`config.mk`:
```
export PLATFORM = sky130hd
export DESIGN_NAME = act_hard_sigmoid
export DESIGN_NICKNAME = d
export VERILOG_FILES = /design/src/rtl/act_hard_sigmoid.sv
export SDC_FILE = /design/constraint.sdc
export NUM_CORES = 1
export LEC_CHECK = 0
export ABC_AREA = 1
export CAP_MARGIN = 20
export CORE_MARGIN = 2
export CORE_UTILIZATION = 45
export DETAILED_ROUTE_END_ITERATION = 16
export PLACE_DENSITY = 0.73
export RECOVER_POWER = 100
export REMOVE_ABC_BUFFERS = 1
export SETUP_SLACK_MARGIN = 0.02
export SYNTH_ARGS = -nofsm -noshare
export SYNTH_HDL_FRONTEND = slang
export SYNTH_SLANG_ARGS = --single-unit
```
`constraint.sdc`:
```
create_clock -name i_clk -period 2.8 [get_ports i_clk]
set_clock_uncertainty 0.15 [all_clocks]
set_input_delay 0.42 -clock i_clk [delete_from_list [all_inputs] [get_ports i_clk]]
set_output_delay 0.42 -clock i_clk [all_outputs]
set_load 0.05 [all_outputs]
```
`src/rtl/act_hard_sigmoid.sv`:
```
// act_hard_sigmoid: element-serial hard-sigmoid activation over an N-wide vector.
// A vector is captured in IDLE, one element per cycle is activated in PROC, and
// the finished vector is presented in HOLD until the consumer takes it.
// Per element: x >= 2 -> 1.0, x <= -2 -> 0.0, otherwise x/4 + 0.5 (floor shift).
// o_sat_cnt reports how many elements of the current vector hit a clamp.

module act_hard_sigmoid #(
    parameter int BITSIZE = 16,
    parameter int FRAC    = 8,
    parameter int N       = 6
) (
    input  logic                 i_clk,
    input  logic                 i_rst_n,
    input  logic                 i_in_valid,
    output logic                 o_in_ready,
    input  logic [BITSIZE*N-1:0] i_x,
    output logic                 o_out_valid,
    input  logic                 i_out_ready,
    output logic [BITSIZE*N-1:0] o_y,
    output logic [3:0]           o_sat_cnt
);

    localparam int IDX_W = (N > 1) ? $clog2(N) : 1;
    localparam logic [IDX_W-1:0] LAST_IDX = IDX_W'(N - 1);

    localparam logic signed [BITSIZE-1:0] C_ONE     = BITSIZE'(1 << FRAC);
    localparam logic signed [BITSIZE-1:0] C_HALF    = BITSIZE'(1 << (FRAC - 1));
    localparam logic signed [BITSIZE-1:0] C_TWO     = BITSIZE'(2 << FRAC);
    localparam logic signed [BITSIZE-1:0] C_NEG_TWO = BITSIZE'(-(2 << FRAC));

    typedef enum logic [1:0] {
        IDLE = 2'd0,
        PROC = 2'd1,
        HOLD = 2'd2
    } state_t;

    state_t                 r_state;
    state_t                 w_state_nxt;

    logic [BITSIZE*N-1:0]   r_x;
    logic [IDX_W-1:0]       r_idx;
    logic [BITSIZE*N-1:0]   r_y;
    logic [3:0]             r_sat_cnt;
    logic                   r_out_valid;
    logic                   r_in_ready;

    logic                   w_accept;
    logic                   w_last;
    logic                   w_in_ready_nxt;
    logic                   w_out_valid_nxt;
    logic                   w_proc;

    logic signed [BITSIZE-1:0] w_elem;
    logic signed [BITSIZE-1:0] w_shift;
    logic signed [BITSIZE-1:0] w_res;
    logic                      w_clamp;

    // Handshake qualifiers: r_in_ready is only ever high in IDLE.
    assign w_accept = i_in_valid & r_in_ready & (r_state == IDLE);
    assign w_last   = (r_idx == LAST_IDX);
    assign w_proc   = (r_state == PROC);

    // State register.
    always_ff @(posedge i_clk or negedge i_rst_n) begin
        if (!i_rst_n) begin
            r_state <= IDLE;
        end else begin
            r_state <= w_state_nxt;
        end
    end

    // Next-state decode: accept, walk all elements, then wait for the consumer.
    always_comb begin
        w_state_nxt = r_state;
        unique case (r_state)
            IDLE:    if (w_accept)    w_state_nxt = PROC;
            PROC:    if (w_last)      w_state_nxt = HOLD;
            HOLD:    if (i_out_ready) w_state_nxt = IDLE;
            default:                  w_state_nxt = IDLE;
        endcase
    end

    // Output decode from the upcoming state so the handshake flags come out of flops.
    always_comb begin
        w_in_ready_nxt  = 1'b0;
        w_out_valid_nxt = 1'b0;
        unique case (w_state_nxt)
            IDLE:    w_in_ready_nxt  = 1'b1;
            HOLD:    w_out_valid_nxt = 1'b1;
            default: begin
                w_in_ready_nxt  = 1'b0;
                w_out_valid_nxt = 1'b0;
            end
        endcase
    end

    // Handshake flag registers; ready is high out of reset so the first vector is taken.
    always_ff @(posedge i_clk or negedge i_rst_n) begin
        if (!i_rst_n) begin
            r_in_ready  <= 1'b1;
            r_out_valid <= 1'b0;
        end else begin
            r_in_ready  <= w_in_ready_nxt;
            r_out_valid <= w_out_valid_nxt;
        end
    end

    // Pick the element addressed by the running index out of the captured vector.
    always_comb begin
        w_elem = '0;
        for (int k = 0; k < N; k++) begin
            if (r_idx == IDX_W'(k)) begin
                w_elem = r_x[k*BITSIZE +: BITSIZE];
            end
        end
    end

    // Hard-sigmoid of one element; the +/-2 boundaries belong to the clamp branches.
    always_comb begin
        w_shift = w_elem >>> 2;
        w_res   = '0;
        w_clamp = 1'b0;
        if (w_elem >= C_TWO) begin
            w_res   = C_ONE;
            w_clamp = 1'b1;
        end else if (w_elem <= C_NEG_TWO) begin
            w_res   = '0;
            w_clamp = 1'b1;
        end else begin
            w_res   = w_shift + C_HALF;
            w_clamp = 1'b0;
        end
    end

    // Capture the input vector on acceptance and step the element index without wrapping.
    always_ff @(posedge i_clk or negedge i_rst_n) begin
        if (!i_rst_n) begin
            r_x   <= '0;
            r_idx <= '0;
        end else if (w_accept) begin
            r_x   <= i_x;
            r_idx <= '0;
        end else if (w_proc && !w_last) begin
            r_idx <= r_idx + IDX_W'(1);
        end
    end

    // Write one activated element per PROC cycle; y survives until the next PROC overwrites it.
    always_ff @(posedge i_clk or negedge i_rst_n) begin
        if (!i_rst_n) begin
            r_y <= '0;
        end else if (w_proc) begin
            for (int k = 0; k < N; k++) begin
                if (r_idx == IDX_W'(k)) begin
                    r_y[k*BITSIZE +: BITSIZE] <= w_res;
                end
            end
        end
    end

    // Clamp counter: cleared per accepted vector, bumped for each clamped element.
    always_ff @(posedge i_clk or negedge i_rst_n) begin
        if (!i_rst_n) begin
            r_sat_cnt <= '0;
        end else if (w_accept) begin
            r_sat_cnt <= '0;
        end else if (w_proc && w_clamp) begin
            r_sat_cnt <= r_sat_cnt + 4'd1;
        end
    end

    assign o_in_ready  = r_in_ready;
    assign o_out_valid = r_out_valid;
    assign o_y         = r_y;
    assign o_sat_cnt   = r_sat_cnt;

endmodule

```
==> results of run 1 <==
==> cell families (layout without fill, tap and decap cells) <==
group	after synthesis	in the layout	synth area share
compound gates	83	83	0.0519
xor+xnor	3	3	0.00297
fa+ha+maj	7	7	0.00991
buf+inv	117	355	0.0606
flops	197	197	0.558
mux	91	91	0.116
simple gates	374	377	0.201
==> flip-flops by register name (all words and copies together) (netlist names) <==
name         cells
r_x             96
o_y             90
o_sat_cnt        4
r_idx            3
r_state          2
o_in_ready       1
o_out_valid      1
==> worst max-delay path by stage <==
stage	startpoint	end	slack (ns)	depth (start not counted)
final	r_idx[1]	o_y[5]	0.12	19
after global routing	r_idx[1]	o_y[5]	-0.05	18
after CTS	r_idx[0]	o_y[85]	0.0002	16
after detailed placement	r_idx[1]	o_sat_cnt[0]	-0.11	18
after global placement	r_idx[1]	o_sat_cnt[3]	0.09	18
after floorplan	o_in_ready	r_x[0]	-1.63	2
==> cells in the mapped netlist (5+ instances only) <==
library cell,instances
o21ai_2,6
buf_6,5
clkbuf_1,25
nand2_2,7
ha_1,7
nand4_4,8
dfrtp_1,196
or2_0,6
a31oi_1,5
o21ai_1,44
inv_1,68
buf_2,5
nand3_1,38
nor2_2,5
mux2_2,91
nor2_1,72
a21oi_1,10
o21ai_0,15
buf_4,9
nand2_1,220
==> cell usage in the layout (no fill, tap or decap), types with 11 or more instances in the layout <==
| cell | netlist | routed |
|---|---|---|
| nand2_1 | 220 | 215 |
| clkdlybuf4s50_1 | 0 | 200 |
| dfrtp_1 | 196 | 194 |
| mux2_2 | 91 | 91 |
| nor2_1 | 72 | 69 |
| inv_1 | 68 | 64 |
| o21ai_1 | 44 | 40 |
| buf_4 | 9 | 35 |
| nand3_1 | 38 | 32 |
| clkbuf_16 | 0 | 17 |
| o21ai_0 | 15 | 14 |
| nand2_2 | 7 | 12 |
| o21ai_2 | 6 | 11 |
==> through the flow <==
stage          worst slack (ns)  TNS, ns
3_3_place_gp             0.0889        0
3_5_place_dp             -0.110    -2.70
6_report                  0.122        0
2_1_floorplan             -1.63  -167.22
4_1_cts                0.000166        0
5_1_grt                 -0.0450    -1.04
==> power by group through the flow <==
stage	registers (mW)	logic (mW)	clock network, mW
after floorplan	5.51	4.13	0
after global placement	4.57	7.36	0
after detailed placement	4.61	7.50	0
after CTS	4.56	7.59	2.48
after global routing	4.70	8.71	2.60
final	4.57	8.03	2.44
==> metal layers <==
| metal | share of wire | global-route usage | wire, um | up-vias |
|---|---|---|---|---|
| met3 | 0.060 | 0.0421 | 1310 | 22 |
| met4 | 0.012 | 0.0526 | 272 | 0 |
| li1 | - | - | - | 3265 |
| met1 | 0.45 | 0.299 | 9920 | 3312 |
| met5 | 0 | 0 | 0 | - |
| met2 | 0.48 | 0.351 | 10400 | 236 |
==> area by class of cell <==
| class | count | area share |
|---|---|---|
| sequential | 197 | 0.405 |
| multi-input combinational | 561 | 0.293 |
| timing repair buffer | 251 | 0.203 |
| clock buffer | 17 | 0.0350 |
| tap | 265 | 0.0273 |
| inverter | 72 | 0.0226 |
| clock inverter | 15 | 0.0136 |
==> worst reg2reg max path, stage by stage, from the launching register on <==
cell,delay (ns)
dfrtp_1,0.42
inv_2,0.13
ha_4,0.17
nand2_4,0.06
nor2_4,0.17
buf_6,0.14
buf_6,0.10
nand2_1,0.04
nand2_1,0.08
nand3_1,0.08
nand3_1,0.07
nand2_1,0.07
nand2_1,0.09
nor2_1,0.05
nand2_1,0.10
nor2_4,0.06
buf_4,0.15
nand2_8,0.10
nand4_4,0.19
o21ai_1,0.18
==> repair_timing <==
action / CTS / global route
setup buffers: 0 / 12
pin swaps: 2 / 22
hold buffers: 1 / 0
endpoints found under the hold margin: 71 / 0
gates resized for setup: 6 / 39
setup endpoints to repair: 70 / 70
gates cloned: 2 / 1
==> results.py, run 1 <==
metrics = {
    "detailed_routing": {
        "drt-pass1-iter-count": 5,
        "drt_wl_total_um": 21900,
        "vias": 6835,
        "antenna_left": 0,
        "viasPerCell": 4.96,
        "wl_per_cell_um": 15.9,
        "first_iter_violations": 366,
        "drc": 0,
    },
    "synthesis": {
        "async_flop_share": 1.00,
        "yosysTopAreaCell": "dfrtp_1",
        "yosysTopAreaCellShare": 0.555,
        "avgSynthCellArea_um2": 10.1,
        "netlist_instances": 872,
        "synth_area_um2": 8840,
        "synth_top_cells_by_area": "dfrtp_1, mux2_2, nand2_1",
        "synthDistinctLibCells": 37,
        "ys_seq_elements": 197,
        "ys_warn_count": 0,
        "synth.yosys.seq_area_share": 0.558,
        "synth-main-ff-cell": "dfrtp_1",
        "synth_edf_count": 0,
    },
    "timing": {
        "post-route-period-util": 0.956,
        "holdWs_ns": 0.322,
        "setup_viol": 0,
        "max_slew.worst_pin.slew_ns": 1.17,
        "relSlewSlack": 0.220,
        "rsz0062_at_grt": "true",
        "period_minus_slack_ns": 2.68,
        "finalHoldViolCount": 0,
        "drv_slew": 0,
        "fmax_ghz": 0.373,
    },
    "min_path": {
        "whs_endpoint": "o_y[58]",
        "hp-class": "reg -> reg",
        "hold_depth": 2,
        "min-delay-start": "o_y[58]",
    },
    "worst_setup_path": {
        "required_ns": 3.01,
        "r2r_slack_ns": 0.12,
        "path_cells": "inv_2, ha_4, nand2_4, nor2_4, buf_6, buf_6, nand2_1, nand2_1, nand3_1, nand3_1, nand2_1, nand2_1, nor2_1, nand2_1, nor2_4, buf_4, nand2_8, nand4_4, o21ai_1",
        "cpMaxStageDelayCell": "dfrtp_1",
        "endpoint_kind": "flop",
        "cpMostUsedCell": "nand2_1",
        "crit_buf_inv": 4,
        "cp_max_fo": 6,
        "r2r-start": "r_idx[1]",
        "r2r_end": "o_y[5]",
        "worstPathArrival_ns": 2.89,
        "cp_top_family": "simple AND/OR/NAND/NOR gates",
        "max_stage_delay_ns": 0.42,
        "worst-setup-path-type": "reg -> reg",
        "start_kind": "flop",
        "rr_worst_depth": 19,
    },
    "place": {
        "numPortBuffers": 201,
        "gp_congestion": 0.829,
        "placed_area_um2": 11300,
        "placed_cells": 1330,
        "dp_hpwl_um": 15800,
    },
    "pwr": {
        "total_power_mw": 15.0,
        "clkPwrFrac": 0.162,
        "p_switching_mw": 6.63,
        "leakage_nw": 5.53,
        "intPower_mw": 8.41,
        "vdd_drop_max_uv": 775,
        "combPwrFrac": 0.534,
        "seqPwrFrac": 0.304,
        "p_sw_frac": 0.441,
        "power.density_nw_per_um2": 1240,
    },
    "clock_tree": {
        "clock_path_buffers": 2,
        "cts_sinks": 197,
        "clock_latency_ns": 0.43,
        "cts_buffers": 17,
        "clk_pin_slew_worst_paths_ns": 0.08,
        "root_buffer": "clkbuf_16",
        "cts_tree": "done",
        "htree_levels": 4,
    },
    "global_routing": {
        "grt_overflow": 0,
        "grt_max_degree": 75,
        "antenna_found_initial": 0,
        "grt_pass1_vias": 6508,
        "grt_pass1_wl_um": 34300,
        "track_usage": 0.215,
    },
    "floorplan": {
        "io_pins": 202,
        "die_y_um": 144,
        "start_util": 0.456,
        "die_w_um": 144,
        "coreArea_um2": 19400,
        "num_rows": 51,
        "die-area_um2": 20800,
    },
    "layout": {
        "fin_cells": 1378,
        "layout-drive-gt1-share": 0.223,
        "final_nets": 1207,
        "fill_cells": 1621,
        "stdcell_area_um2": 12200,
        "multiInputGateArea_um2": 3560,
        "regArea_um2": 4930,
        "final_util": 0.627,
        "area_delta_synth_final_pct": 37.6,
        "antenna_cells": 0,
    },
    "job": {
        "cap_violations": 0,
    },
    "status": {
        "status": "finished, final reports clean",
    },
}
No activity file was read; power rests on OpenSTA's default activity.
==> run 2: changes to the inputs <==
--- a/config.mk
+++ b/config.mk
@@ -6,7 +6,6 @@
 export NUM_CORES = 1
 export LEC_CHECK = 0
 export ABC_AREA = 1
-export CAP_MARGIN = 20
 export CORE_MARGIN = 2
 export CORE_UTILIZATION = 45
 export DETAILED_ROUTE_END_ITERATION = 16
==> results of run 2 <==
No change in the layout: final DEF, timing and power equal those of run 1.
